**config.mk**
```make
export PLATFORM = sky130hd
export DESIGN_NAME = sipo_rx_flat
export DESIGN_NICKNAME = d
export VERILOG_FILES = /design/src/rtl/sipo_rx_pkg.sv /design/src/rtl/sipo_rx_if.sv /design/src/rtl/sipo_rx_shift.sv /design/src/rtl/sipo_rx.sv /design/src/flat_wrapper.sv
export SDC_FILE = /design/constraint.sdc
export NUM_CORES = 1
export LEC_CHECK = 0
export CORE_MARGIN = 2
export CORE_UTILIZATION = 50
export DETAILED_ROUTE_END_ITERATION = 10
export PLACE_DENSITY = 0.87
export SLEW_MARGIN = 40
export SYNTH_ARGS = -nofsm -noshare
export SYNTH_HDL_FRONTEND = slang
export SYNTH_SLANG_ARGS = --single-unit
```
**constraint.sdc**
```tcl
create_clock -name clk -period 3.1 [get_ports clk]
set_input_delay 0.31 -clock clk [delete_from_list [all_inputs] [get_ports clk]]
set_output_delay 0.31 -clock clk [all_outputs]
set_load 0.02 [all_outputs]
```
**src/rtl/sipo_rx_pkg.sv**
```systemverilog
// sipo_rx_pkg: shared constants, state encoding and helpers for the USB
// serial-to-parallel receiver (sipo_rx) and its shift sub-block.
//   SIPO_W          - deserialized word width (USB bytes only)
//   SYNC_BYTE       - SYNC value after LSB-first reassembly
//   DEF_MAX_BYTES   - default payload byte limit after the PID
//   DEF_COUNT_WIDTH - default byte counter width (must hold the limit)
//   PID_*           - PID[3:0] nibble codes
//   rx_state_t      - receiver state encoding
//   pid_check()     - PID integrity check (low nibble vs inverted high nibble)
package sipo_rx_pkg;

  localparam int         SIPO_W          = 8;
  localparam logic [7:0] SYNC_BYTE       = 8'hC1;
  localparam int         DEF_MAX_BYTES   = 64;
  localparam int         DEF_COUNT_WIDTH = 7;

  localparam logic [3:0] PID_ACK   = 4'b0010;
  localparam logic [3:0] PID_NAK   = 4'b1010;
  localparam logic [3:0] PID_DATA0 = 4'b0011;
  localparam logic [3:0] PID_DATA1 = 4'b1011;

  typedef enum logic [1:0] {
    RX_HUNT    = 2'd0,
    RX_PID     = 2'd1,
    RX_DATA    = 2'd2,
    RX_DISCARD = 2'd3
  } rx_state_t;

  // A PID byte is valid when its upper nibble is the bitwise complement of the lower one.
  function automatic logic pid_check(input logic [7:0] pid_byte);
    return (pid_byte[3:0] == ~pid_byte[7:4]);
  endfunction

endpackage

```
**src/rtl/sipo_rx_if.sv**
```systemverilog
// sipo_rx_if: serial input stream and parallel output stream of the receiver.
//   sipo_data_in / sipo_data_val / sipo_data_last - decoded serial bits from the line decoder
//   sipo_data_out / sipo_data_out_val / sipo_data_out_last - payload bytes to the RX FIFO
// Modports:
//   master - the environment (drives bits, consumes bytes)
//   slave  - the receiver (consumes bits, produces bytes)
interface sipo_rx_if
  import sipo_rx_pkg::*;
#(
  parameter int W = SIPO_W
);

  logic         sipo_data_in;
  logic         sipo_data_val;
  logic         sipo_data_last;
  logic [W-1:0] sipo_data_out;
  logic         sipo_data_out_val;
  logic         sipo_data_out_last;

  modport master (
    output sipo_data_in, sipo_data_val, sipo_data_last,
    input  sipo_data_out, sipo_data_out_val, sipo_data_out_last
  );

  modport slave (
    input  sipo_data_in, sipo_data_val, sipo_data_last,
    output sipo_data_out, sipo_data_out_val, sipo_data_out_last
  );

endinterface

```
**src/rtl/sipo_rx_shift.sv**
```systemverilog
// sipo_rx_shift: LSB-first shift register plus in-byte bit counter.
//   clk, rst     - clock, synchronous active-high reset
//   bit_in       - serial bit
//   bit_val      - qualifies bit_in
//   shreg_clear  - on a qualified bit, clear the window instead of shifting
//   cnt_clear    - on a qualified bit, restart the bit counter at 0
//   next_byte    - window value including the current bit (post-shift view)
//   byte_done    - current qualified bit is the 8th bit of a byte
module sipo_rx_shift
  import sipo_rx_pkg::*;
#(
  parameter int W = SIPO_W
) (
  input  logic         clk,
  input  logic         rst,
  input  logic         bit_in,
  input  logic         bit_val,
  input  logic         shreg_clear,
  input  logic         cnt_clear,
  output logic [W-1:0] next_byte,
  output logic         byte_done
);

  localparam int CW = $clog2(W);

  logic [W-1:0]  shreg;
  logic [CW-1:0] bit_cnt;

  // New bits enter at the top so the first bit of a byte ends up in bit 0.
  assign next_byte = {bit_in, shreg[W-1:1]};
  assign byte_done = bit_val && (bit_cnt == CW'(W - 1));

  // Shift window and bit counter, advancing only on qualified bits.
  always_ff @(posedge clk) begin
    if (rst) begin
      shreg   <= {W{1'b0}};
      bit_cnt <= {CW{1'b0}};
    end else if (bit_val) begin
      shreg   <= shreg_clear ? {W{1'b0}} : next_byte;
      bit_cnt <= cnt_clear ? {CW{1'b0}} : (bit_cnt + CW'(1));
    end else begin
      shreg   <= shreg;
      bit_cnt <= bit_cnt;
    end
  end

endmodule

```
**src/rtl/sipo_rx.sv**
```systemverilog
// sipo_rx: USB receive deserializer. Hunts for SYNC in the LSB-first bit
// stream, checks the PID byte, then emits payload bytes to the RX FIFO.
//   clk, rst           - clock, synchronous active-high reset
//   bus (slave)        - serial input and parallel byte output (sipo_rx_if)
//   pid_out            - last accepted PID[3:0]
//   pid_val / pid_err  - one-cycle pulses: PID accepted / PID bad or cut short
//   sync_detected      - one-cycle pulse on SYNC match
//   frame_err          - one-cycle pulse on partial byte at EOP or overlength
//   rx_active          - high from SYNC match until the packet ends
//   byte_count         - payload bytes delivered in the current or last packet
// All outputs are registered and appear the cycle after the deciding bit.
module sipo_rx
  import sipo_rx_pkg::*;
#(
  parameter int         SIPO_DATA_WIDTH = SIPO_W,
  parameter logic [7:0] SYNC_PATTERN    = SYNC_BYTE,
  parameter int         MAX_BYTES       = DEF_MAX_BYTES,
  parameter int         COUNT_WIDTH     = DEF_COUNT_WIDTH
) (
  input  logic                   clk,
  input  logic                   rst,
  sipo_rx_if.slave               bus,
  output logic [3:0]             pid_out,
  output logic                   pid_val,
  output logic                   pid_err,
  output logic                   sync_detected,
  output logic                   frame_err,
  output logic                   rx_active,
  output logic [COUNT_WIDTH-1:0] byte_count
);

  rx_state_t                  state;
  logic [SIPO_DATA_WIDTH-1:0] next_byte;
  logic                       byte_done;
  logic                       bit_val;
  logic                       bit_last;
  logic                       sync_hit;
  logic                       shreg_clear;
  logic                       cnt_clear;
  logic [SIPO_DATA_WIDTH-1:0] out_byte;
  logic                       out_val;
  logic                       out_last;

  assign bit_val  = bus.sipo_data_val;
  assign bit_last = bus.sipo_data_val && bus.sipo_data_last;

  assign bus.sipo_data_out      = out_byte;
  assign bus.sipo_data_out_val  = out_val;
  assign bus.sipo_data_out_last = out_last;

  // SYNC match on the post-shift window; an end-of-packet bit never starts a packet.
  // Every packet end wipes the window so stale tail bits cannot fake a SYNC.
  always_comb begin
    sync_hit    = 1'b0;
    shreg_clear = 1'b0;
    if ((state == RX_HUNT) && bit_val && !bus.sipo_data_last &&
        (next_byte == SYNC_PATTERN)) begin
      sync_hit = 1'b1;
    end else begin
      sync_hit = 1'b0;
    end
    if (bit_last) begin
      shreg_clear = 1'b1;
    end else begin
      shreg_clear = 1'b0;
    end
    cnt_clear = sync_hit || shreg_clear;
  end

  sipo_rx_shift #(
    .W(SIPO_DATA_WIDTH)
  ) u_shift (
    .clk        (clk),
    .rst        (rst),
    .bit_in     (bus.sipo_data_in),
    .bit_val    (bit_val),
    .shreg_clear(shreg_clear),
    .cnt_clear  (cnt_clear),
    .next_byte  (next_byte),
    .byte_done  (byte_done)
  );

  // Receiver FSM with registered status, pulse and byte outputs.
  always_ff @(posedge clk) begin
    if (rst) begin
      state         <= RX_HUNT;
      pid_out       <= 4'd0;
      pid_val       <= 1'b0;
      pid_err       <= 1'b0;
      sync_detected <= 1'b0;
      frame_err     <= 1'b0;
      rx_active     <= 1'b0;
      byte_count    <= {COUNT_WIDTH{1'b0}};
      out_byte      <= {SIPO_DATA_WIDTH{1'b0}};
      out_val       <= 1'b0;
      out_last      <= 1'b0;
    end else begin
      pid_val       <= 1'b0;
      pid_err       <= 1'b0;
      sync_detected <= 1'b0;
      frame_err     <= 1'b0;
      out_val       <= 1'b0;
      out_last      <= 1'b0;
      if (bit_val) begin
        case (state)
          RX_HUNT: begin
            if (sync_hit) begin
              sync_detected <= 1'b1;
              rx_active     <= 1'b1;
              byte_count    <= {COUNT_WIDTH{1'b0}};
              state         <= RX_PID;
            end
          end
          RX_PID: begin
            if (byte_done) begin
              if (pid_check(next_byte[7:0])) begin
                pid_out    <= next_byte[3:0];
                pid_val    <= 1'b1;
                byte_count <= {COUNT_WIDTH{1'b0}};
                // Last on the PID byte itself is a handshake packet.
                if (bit_last) begin
                  rx_active <= 1'b0;
                  state     <= RX_HUNT;
                end else begin
                  state <= RX_DATA;
                end
              end else begin
                pid_err <= 1'b1;
                if (bit_last) begin
                  rx_active <= 1'b0;
                  state     <= RX_HUNT;
                end else begin
                  state <= RX_DISCARD;
                end
              end
            end else if (bit_last) begin
              pid_err   <= 1'b1;
              rx_active <= 1'b0;
              state     <= RX_HUNT;
            end
          end
          RX_DATA: begin
            if (byte_done) begin
              if (byte_count == COUNT_WIDTH'(MAX_BYTES)) begin
                // Overlength byte is dropped; if it is also the last bit there is nothing left to discard.
                frame_err <= 1'b1;
                if (bit_last) begin
                  rx_active <= 1'b0;
                  state     <= RX_HUNT;
                end else begin
                  state <= RX_DISCARD;
                end
              end else begin
                out_byte   <= next_byte;
                out_val    <= 1'b1;
                out_last   <= bit_last;
                byte_count <= byte_count + COUNT_WIDTH'(1);
                if (bit_last) begin
                  rx_active <= 1'b0;
                  state     <= RX_HUNT;
                end
              end
            end else if (bit_last) begin
              frame_err <= 1'b1;
              rx_active <= 1'b0;
              state     <= RX_HUNT;
            end
          end
          RX_DISCARD: begin
            if (bit_last) begin
              rx_active <= 1'b0;
              state     <= RX_HUNT;
            end
          end
          default: begin
            rx_active <= 1'b0;
            state     <= RX_HUNT;
          end
        endcase
      end
    end
  end

endmodule

```
**src/flat_wrapper.sv**
```systemverilog
// flat-port wrapper written by rule: the top's interface ports become plain ports
module sipo_rx_flat import sipo_rx_pkg::*;
#(
  parameter int         SIPO_DATA_WIDTH = SIPO_W,
  parameter logic [7:0] SYNC_PATTERN    = SYNC_BYTE,
  parameter int         MAX_BYTES       = DEF_MAX_BYTES,
  parameter int         COUNT_WIDTH     = DEF_COUNT_WIDTH
)
  (clk, rst, pid_out, pid_val, pid_err, sync_detected, frame_err, rx_active, byte_count, bus_sipo_data_in, bus_sipo_data_val, bus_sipo_data_last, bus_sipo_data_out, bus_sipo_data_out_val, bus_sipo_data_out_last);
  sipo_rx_if #(.W(8)) bus_i ();
  input  logic clk;
  input  logic rst;
  output logic [3:0] pid_out;
  output logic pid_val;
  output logic pid_err;
  output logic sync_detected;
  output logic frame_err;
  output logic rx_active;
  output logic [COUNT_WIDTH-1:0] byte_count;
  input wire logic [$bits(bus_i.sipo_data_in)-1:0] bus_sipo_data_in;
  input wire logic [$bits(bus_i.sipo_data_val)-1:0] bus_sipo_data_val;
  input wire logic [$bits(bus_i.sipo_data_last)-1:0] bus_sipo_data_last;
  output wire logic [$bits(bus_i.sipo_data_out)-1:0] bus_sipo_data_out;
  output wire logic [$bits(bus_i.sipo_data_out_val)-1:0] bus_sipo_data_out_val;
  output wire logic [$bits(bus_i.sipo_data_out_last)-1:0] bus_sipo_data_out_last;
  assign bus_i.sipo_data_in = bus_sipo_data_in;
  assign bus_i.sipo_data_val = bus_sipo_data_val;
  assign bus_i.sipo_data_last = bus_sipo_data_last;
  assign bus_sipo_data_out = bus_i.sipo_data_out;
  assign bus_sipo_data_out_val = bus_i.sipo_data_out_val;
  assign bus_sipo_data_out_last = bus_i.sipo_data_out_last;
  sipo_rx #(.SIPO_DATA_WIDTH(SIPO_DATA_WIDTH), .SYNC_PATTERN(SYNC_PATTERN), .MAX_BYTES(MAX_BYTES), .COUNT_WIDTH(COUNT_WIDTH)) u_core (.clk(clk), .rst(rst), .bus(bus_i), .pid_out(pid_out), .pid_val(pid_val), .pid_err(pid_err), .sync_detected(sync_detected), .frame_err(frame_err), .rx_active(rx_active), .byte_count(byte_count));
endmodule
```
# Yosys cells after proc, flatten, opt, wreduce, memory -nomap -nowiden
# Cells that the tools add are included.
# op_classes
add_sub_neg	2
n_eq_ne	13
mux	29
bitwise_logic	7
n_reduce_logical	21
# op_table
op	n
two-way mux 7 bit	5
one-hot mux 7 bit (3 select lines)	1
two-way mux 2 bit	8
OR reduction 3 bit	4
two-way mux 1 bit	11
inequality test 2 x 1 -> 1 bit (second input constant)	5
== test 8 bit (second input constant)	1
two-way mux 8 bit	1
one-hot mux 2 bit (4 select lines)	1
AND reduction 4 bit	2
OR reduction 4 bit	2
adder 7 x 1 -> 7 bit (second input constant)	1
== test 7 bit (second input constant)	1
AND reduction 7 bit	1
inverter 1 bit	6
logical AND 1 bit	5
OR reduction 5 bit	1
== test 2 bit (second input constant)	2
== test 4 bit	1
inverter 4 bit	1
adder 3 x 1 -> 3 bit (second input constant)	1
== test 3 bit (second input constant)	1
two-way mux 3 bit	1
AND reduction 3 bit	1
other kinds (8)	8
# totals
reg_bits	39
inputBits	5
output_inout_bits	26
wordCells	85

# Depth between registers and ports, before layout
# Gate-level depths: netlist of the first run.
# depth
word_depth	7
depth_mapped	8
ltp_nobuf	7

# Hierarchy
# Synthesis of the first run repeated with hierarchy kept, for this count alone.
# hier_totals
cells_unflattened	193
hier_area_um2	1732.9
# by_module_without_submodules
module	n_inst	cells_per_inst	area_each_um2	seq_area_each_um2
sipo_rx	1	144	1296.2	560.5
sipo_rx_shift	1	49	436.7	200.2

# Worst setup path before layout of the first run
# No wires, ideal clock.
# synth_timing
path_kind	reg2reg
from	register u_core.byte_count[0]
to	register u_core.out_byte[2], in the netlist u_core.bus.sipo_data_out[2]
setup_ps	128
arrival_ps	1743
t_required_ps	2972
setup_slack_ps	1229
path_stages_with_launch	9
n_path_buf	1
period_less_slack_ps	1871
path_cell_list	dfxtp_1 -> inv_1 -> ha_1 -> nand4bb_1 -> nor3_1 -> nor3_2 -> buf_6 -> mux2i_1 -> nor2_1
# synth_between
elab_chain_len	3
# synth_rtl
element	line	rtl
from (decl)	sipo_rx.sv:29	output logic [COUNT_WIDTH-1:0] byte_count
from (signal assigned)	sipo_rx.sv:93	byte_count <= {COUNT_WIDTH{1'b0}};
from (signal assigned)	sipo_rx.sv:110	byte_count <= {COUNT_WIDTH{1'b0}};
from (signal assigned)	sipo_rx.sv:119	byte_count <= {COUNT_WIDTH{1'b0}};
== test 7 bit	sipo_rx.sv:144	if (byte_count == COUNT_WIDTH'(MAX_BYTES)) begin
inverter 1 bit (no line)	n/a	
AND reduction 4 bit (no line)	n/a	
to (signal assigned)	sipo_rx.sv:94	out_byte <= {SIPO_DATA_WIDTH{1'b0}};
to (signal assigned)	sipo_rx.sv:154	out_byte <= next_byte;
to (decl)	sipo_rx.sv:40	logic [SIPO_DATA_WIDTH-1:0] out_byte;
# Every way passes these cells.
# A chain may end at the register's enable or synchronous reset.

# Worst setup path after layout of the first run
# layout_timing
from	register u_core.byte_count[0]
to	register u_core.byte_count[5]
# layout_between
elab_chain_len	4
elab_cells_between_ends	7
classes_between	1 x add/sub; 2 x eq/ne; 3 x mux; 1 x reduce/logical
# layout_rtl
element	line	rtl
adder 7 x 1 -> 7 bit	sipo_rx.sv:157	byte_count <= byte_count + COUNT_WIDTH'(1);
two-way mux 7 bit	sipo_rx.sv:144	
two-way mux 7 bit	sipo_rx.sv:143	if (byte_done) begin
one-hot mux 7 bit (3 select lines)	sipo_rx.sv:105	case (state)
# Parallel ways exist; a longest one is shown, timed or not. The select of a mux whose other input is x is not followed.

==> metrics.yaml, run 1 <==
status: "finished clean"
grt_busiest_layer: "met2"
worst_slew_pin_slew_ns: 0.655
cp_data_required_time_ns: 3.32
cts_sinks: 38
dp_hpwl_um: 2550
antenna_found_initial: 0
drcViolationCount: 0
fin_cells: 260
num_antenna_cells: 0
path_cells: "inv_1 > ha_1 > nand4bb_1 > nor3_1 > nor3_2 > buf_4 > a41oi_1 > a311oi_1"
hold_violations: 0
p_switching_uw: 177
power_per_cell_area_mw_per_mm2: 369
sw_frac_of_total_pct: 23.2
place_worst_setup_slack_ns: 0.878
leakage_uw: 0.000718
slowest_delay_ns: 0.54
use_met1_pct: 29.1
grt_overflow: 0
hold_buffers: 0
coreArea_mm2: 0.00328
synth-main-ff-cell: "dfxtp_1"
ys_seq_elements: 38
r2r-start: "u_core.byte_count[0]"
wirelength_um: 3620
layout_min_cycle_time_ns: 2.04
syn2layout_area_growth_pct: 22.3
setup_violations: 0
max_slew_margin_pct: 56.0
grt_pass1_vias: 1315
gp_congestion: 0.863
cts_root_buf: "clkbuf_4"
synth_edf_count: 0
end_kind: "register"
numPortBuffers: 30
nets: 223
grt_max_degree: 28
clockBufferDepth: 2
via_per_inst: 5.48
fmax_mhz: 490
ios: 31
ys_types: 41
drv_cap: 0
drive_gt1_share_pct: 8.41
slew_viol_final: 0
cts_tree: "done"
grt_pass1_wl_um: 6070
placed_area_mm2: 0.00201
async_reset_ff_share_pct: 0
syn_nets: 193
ys_seq_area_share_pct: 45.2
met2_usage_pct: 33.0
rows: 21
pwr-share-seq_pct: 64.6
design_area_mm2: 0.00206
p_int_uw: 584
initial_core_util_pct: 51.2
max-vdd-ir-drop_mv: 0.324
grt_setup_unrepaired: "false"
critical_path.slowest_cell: "nor3_1"
cp.arrival_ns: 2.26
tns_ns: 0
critPathLaunchType: "register"
path_clk_slew_ns: 0.11
gr-usage-met3_pct: 4.97
worstSkewPairLatency_ns: 0.34
pwr-share-clk_pct: 30.8
yosysWarnings: 0
min_from: "rst"
drt_iter0_markers: 75
die_h_um: 62.0
htreeDepth: 2
postSynthCellCount: 184
crit_path_max_fanout: 14
cp-startpoint: "u_core.byte_count[0]"
setup_ws_ns: 1.06
die_w_um: 62.0
cts_setup_buffers: 0
drtAntennaViolNets: 0
skew_ns: 0.00896
timing.final.crit_share_pct: 65.8
die_area_mm2: 0.00385
cts_made_buffers: 5
dr.pass1.iters: 4
dp.cells: 253
critPathKind: "register to register"
synth_area_per_cell_um2: 9.15
vias: 1424
pwr-share-comb_pct: 4.6
hold_class: "input port to register"
fin_util_pct: 62.7
wl_per_cell_um: 13.9
ctsResizeCount: 0
grtUsageTotal_pct: 21.9
synth_area_mm2: 0.00168
most-common-layout-cells: "dfxtp_1, clkdlybuf4s50_1, nor2_1"
final_common_cell: "dfxtp_1"
-- state kept, by name, summed over array words and instances (netlist names) --
| register | flops |
|---|---|
| u_core.bus.sipo_data_out_last | 1 |
| u_core.pid_out | 4 |
| u_core.u_shift.shreg | 7 |
| u_core.state | 2 |
| u_core.frame_err | 1 |
| u_core.u_shift.bit_cnt | 3 |
| u_core.pid_err | 1 |
| u_core.rx_active | 1 |
| u_core.pid_val | 1 |
| u_core.bus.sipo_data_out | 8 |
| u_core.bus.sipo_data_out_val | 1 |
| u_core.sync_detected | 1 |
| u_core.byte_count | 7 |
-- critical path: cells and delay by family, from the launching register on --
kind                       cells  cell delay [ns]
AOI/OAI and AO/OA              2             0.30
adders and majority gates      1             0.15
buffers and inverters          2             0.32
DFF                            1             0.36
and+or+nand+nor                3             0.79
-- stage by stage --
stage / hold slack, ns / total power, uW
final: 0.403 / 760
after global routing: 0.402 / 793
after CTS: 0.381 / 769
after detailed placement: 0.462 / 537
after global placement: 0.453 / 537
after floorplan: 0.445 / 526
-- power by group through the flow --
| stage | combinational, uW | sequential (uW) | clock [uW] |
|---|---|---|---|
| after floorplan | 23.6 | 502 | 0 |
| after global placement | 34.2 | 502 | 0 |
| after detailed placement | 34.4 | 503 | 0 |
| after CTS | 34.4 | 491 | 243 |
| after global routing | 38.1 | 492 | 263 |
| final | 34.8 | 491 | 234 |
-- per-layer routing --
layer,wire length [um],part of all wire (%)
met5,0,0
met4,57,1.6
met2,1770,49
met1,1600,44
met3,186,5.1
-- synthesized netlist by cell type, drive strengths merged, types with 2 or more instances --
cell	number	share of area, %
ha	4	3.0
nand2b	2	0.74
and3	2	0.74
a2bb2oi	6	3.1
inv	3	0.67
buf	4	1.5
xor2	4	2.1
nor3b	4	1.8
nor4	4	2.4
nand3	5	1.5
mux2i	14	8.3
nor2b	2	0.74
nor3	10	3.3
nor2	25	6.0
nand4	2	1.1
o21ai	7	2.3
clkbuf	6	1.3
a21oi	9	2.7
dfxtp	38	45
nand2	17	3.8
a31oi	3	1.1
-- layout make-up --
type,instances,area [um2]
Fill cell,271,1230
Multi-Input combinational cell,132,860
Sequential cell,38,761
Timing Repair Buffer,33,318
Tap cell,46,57.6
Clock buffer,5,37.5
Inverter,4,15.0
Clock inverter,2,10.0
-- cell families (layout without fill, tap and decap cells) --
family                   count (synthesis)  in the layout  synth area share [%]
flip-flops                              38             38                  45.2
multiplexers                            15             15                  9.00
adder cells (fa/ha/maj)                  4              4                  2.97
buffers and inverters                   14             44                  3.72
AO/OA/AOI/OAI                           32             32                  12.8
XOR/XNOR                                 4              4                  2.08
AND/OR/NAND/NOR                         77             77                  24.2
-- final timing paths --
path	end	slack, ns	cells past startpoint
worst min-delay path	u_core.bus.sipo_data_out[1]	0.40	2
worst max register to register	u_core.byte_count[5]	1.06	8
worst min register to register	u_core.u_shift.bit_cnt[2]	0.47	2
worst max-delay path	u_core.byte_count[5]	1.06	8
Power figures use the tool's default switching activity.
==> run 2: changes to the inputs <==
clock period = 2 ns   (was 3.1 ns; I/O delays follow)
==> run 2 against run 1 <==
Against the previous run: first-iteration DRC count grew 6.7%; largest cell class unchanged; final cell count grew 2.7%; sequential power grew 55%; hold slack gained 0.069 ns; critical path type unchanged; worst setup slack lost 0.95 ns; combinational power grew 72%.
==> metrics.yaml, run 2 (same netlist as run 1, synthesis figures left out) <==
status: "finished clean"
hold_buffers: 0  # unchanged
cts_made_buffers: 5  # unchanged
cts_tree: "done"
gp_congestion: 0.889  # +3.1%
crit_path_max_fanout: 8  # -6
skew_ns: 0.00724  # -0.00172 ns
setup_ws_ns: 0.110  # -0.951 ns
use_met1_pct: 28.0  # -1.1 points
end_kind: "register"
place_worst_setup_slack_ns: 0.0140  # -0.864 ns
cp_data_required_time_ns: 2.24  # -1.08 ns
leakage_uw: 0.000750  # +4.5%
met2_usage_pct: 29.8  # -3.3 points
slew_viol_final: 0  # unchanged
worst_slew_pin_slew_ns: 0.444  # -0.211 ns
syn2layout_area_growth_pct: 26.8
pwr-share-seq_pct: 61.4  # -3.2 points
pwr-share-clk_pct: 33.7  # +2.9 points
wl_per_cell_um: 13.5  # -2.9%
max-vdd-ir-drop_mv: 0.462  # +43%
grt_pass1_vias: 1319  # +0.30%
drt_iter0_markers: 80  # +6.7%
max_slew_margin_pct: 70.2  # +14 points
p_switching_uw: 287  # +63%
antenna_found_initial: 0  # unchanged
most-common-layout-cells: "dfxtp_1, clkdlybuf4s50_1, nor2_1"
setup_violations: 0  # unchanged
worstSkewPairLatency_ns: 0.34  # about the same
drive_gt1_share_pct: 11.8  # +3.4 points
coreArea_mm2: 0.00328  # unchanged
critPathLaunchType: "register"
die_w_um: 62.0  # unchanged
gr-usage-met3_pct: 5.80  # +0.83 points
die_area_mm2: 0.00385  # unchanged
final_common_cell: "dfxtp_1"
rows: 21  # unchanged
grtUsageTotal_pct: 20.6  # -1.3 points
fin_cells: 267  # +2.7%
power_per_cell_area_mw_per_mm2: 581  # +57%
wirelength_um: 3610  # -0.28%
dp_hpwl_um: 2550  # +0.27%
grt_overflow: 0  # unchanged
cts_root_buf: "clkbuf_4"
fmax_mhz: 529  # +7.9%
hold_class: "register to register"
num_antenna_cells: 0  # unchanged
die_h_um: 62.0  # unchanged
grt_busiest_layer: "met2"
ios: 31  # unchanged
numPortBuffers: 30  # unchanged
cts_setup_buffers: 0  # unchanged
drcViolationCount: 0  # unchanged
via_per_inst: 5.58  # +1.8%
timing.final.crit_share_pct: 94.5  # +29 points
grt_max_degree: 21  # -25%
path_clk_slew_ns: 0.11  # about the same
p_int_uw: 952  # +63%
largest_register_ffs: 8  # unchanged
hold_violations: 0  # unchanged
vias: 1489  # +4.6%
drtAntennaViolNets: 0  # unchanged
pwr-share-comb_pct: 4.8  # +0.2 points
sw_frac_of_total_pct: 23.2  # -0.061 points
nets: 229  # +2.7%
grt_pass1_wl_um: 5820  # -4.1%
ctsResizeCount: 0  # unchanged
cts_sinks: 38  # unchanged
layout_min_cycle_time_ns: 1.89  # -0.149 ns
initial_core_util_pct: 51.2  # unchanged
dp.cells: 259  # +2.4%
htreeDepth: 2  # unchanged
clockBufferDepth: 2  # unchanged
dr.pass1.iters: 4  # unchanged
drv_cap: 0  # unchanged
critPathKind: "register to register"
cp.arrival_ns: 2.13  # -0.13 ns
-- run 2: per-layer routing --
| layer | up-vias | routed length (um) |
|---|---|---|
| met1 | 715 | 1620 |
| li1 | 721 | - |
| met5 | - | 0 |
| met3 | 6 | 191 |
| met2 | 47 | 1740 |
| met4 | 0 | 56 |
-- run 2: stage by stage --
stage	hold slack (ns)	setup TNS, ns	util [%]	instance area (um2)	total power (uW)
final	0.472	0	65.0	2130	1240
after global routing	0.515	-0.00176	65.0	2130	1290
after CTS	0.475	0	64.7	2120	1250
after detailed placement	0.458	0	62.7	2060	838
after global placement	0.454	0	62.7	2060	837
after floorplan	0.347	0	-	1680	815
-- run 2: power by group through the flow --
stage | clock network [uW] | logic (uW) | registers, uW
after global routing | 463 | 65.6 | 762
after detailed placement | 0 | 59.2 | 779
final | 418 | 60.0 | 761
after CTS | 433 | 59.5 | 761
after floorplan | 0 | 36.6 | 778
after global placement | 0 | 58.5 | 779
-- run 2: cell type report --
cell class              instances  area, um2
multi-input cells             132        868
inverters                       4       15.0
fillers                       264       1150
flip-flops and latches         38        761
clock inverters                 2       12.5
well taps                      46       57.6
repair buffers                 39        368
clock buffers                   6       51.3
-- run 2: worst paths after layout --
check / start / end / slack, ns / cells past startpoint
worst max-delay path: u_core.u_shift.bit_cnt[0] / u_core.bus.sipo_data_out[5] / 0.11 / 7
worst min-delay path: u_core.u_shift.bit_cnt[1] / u_core.u_shift.bit_cnt[1] / 0.47 / 2
worst max register to register: u_core.u_shift.bit_cnt[0] / u_core.bus.sipo_data_out[5] / 0.11 / 7
worst min register to register: u_core.u_shift.bit_cnt[1] / u_core.u_shift.bit_cnt[1] / 0.47 / 2
-- run 2: critical path, cell delays in order (launching register included) --
cell     delay [ns]
dfxtp_1        0.36
ha_1           0.16
ha_2           0.26
nand2_1        0.20
nor3_2         0.24
buf_4          0.25
mux2i_1        0.25
nor2_1         0.08
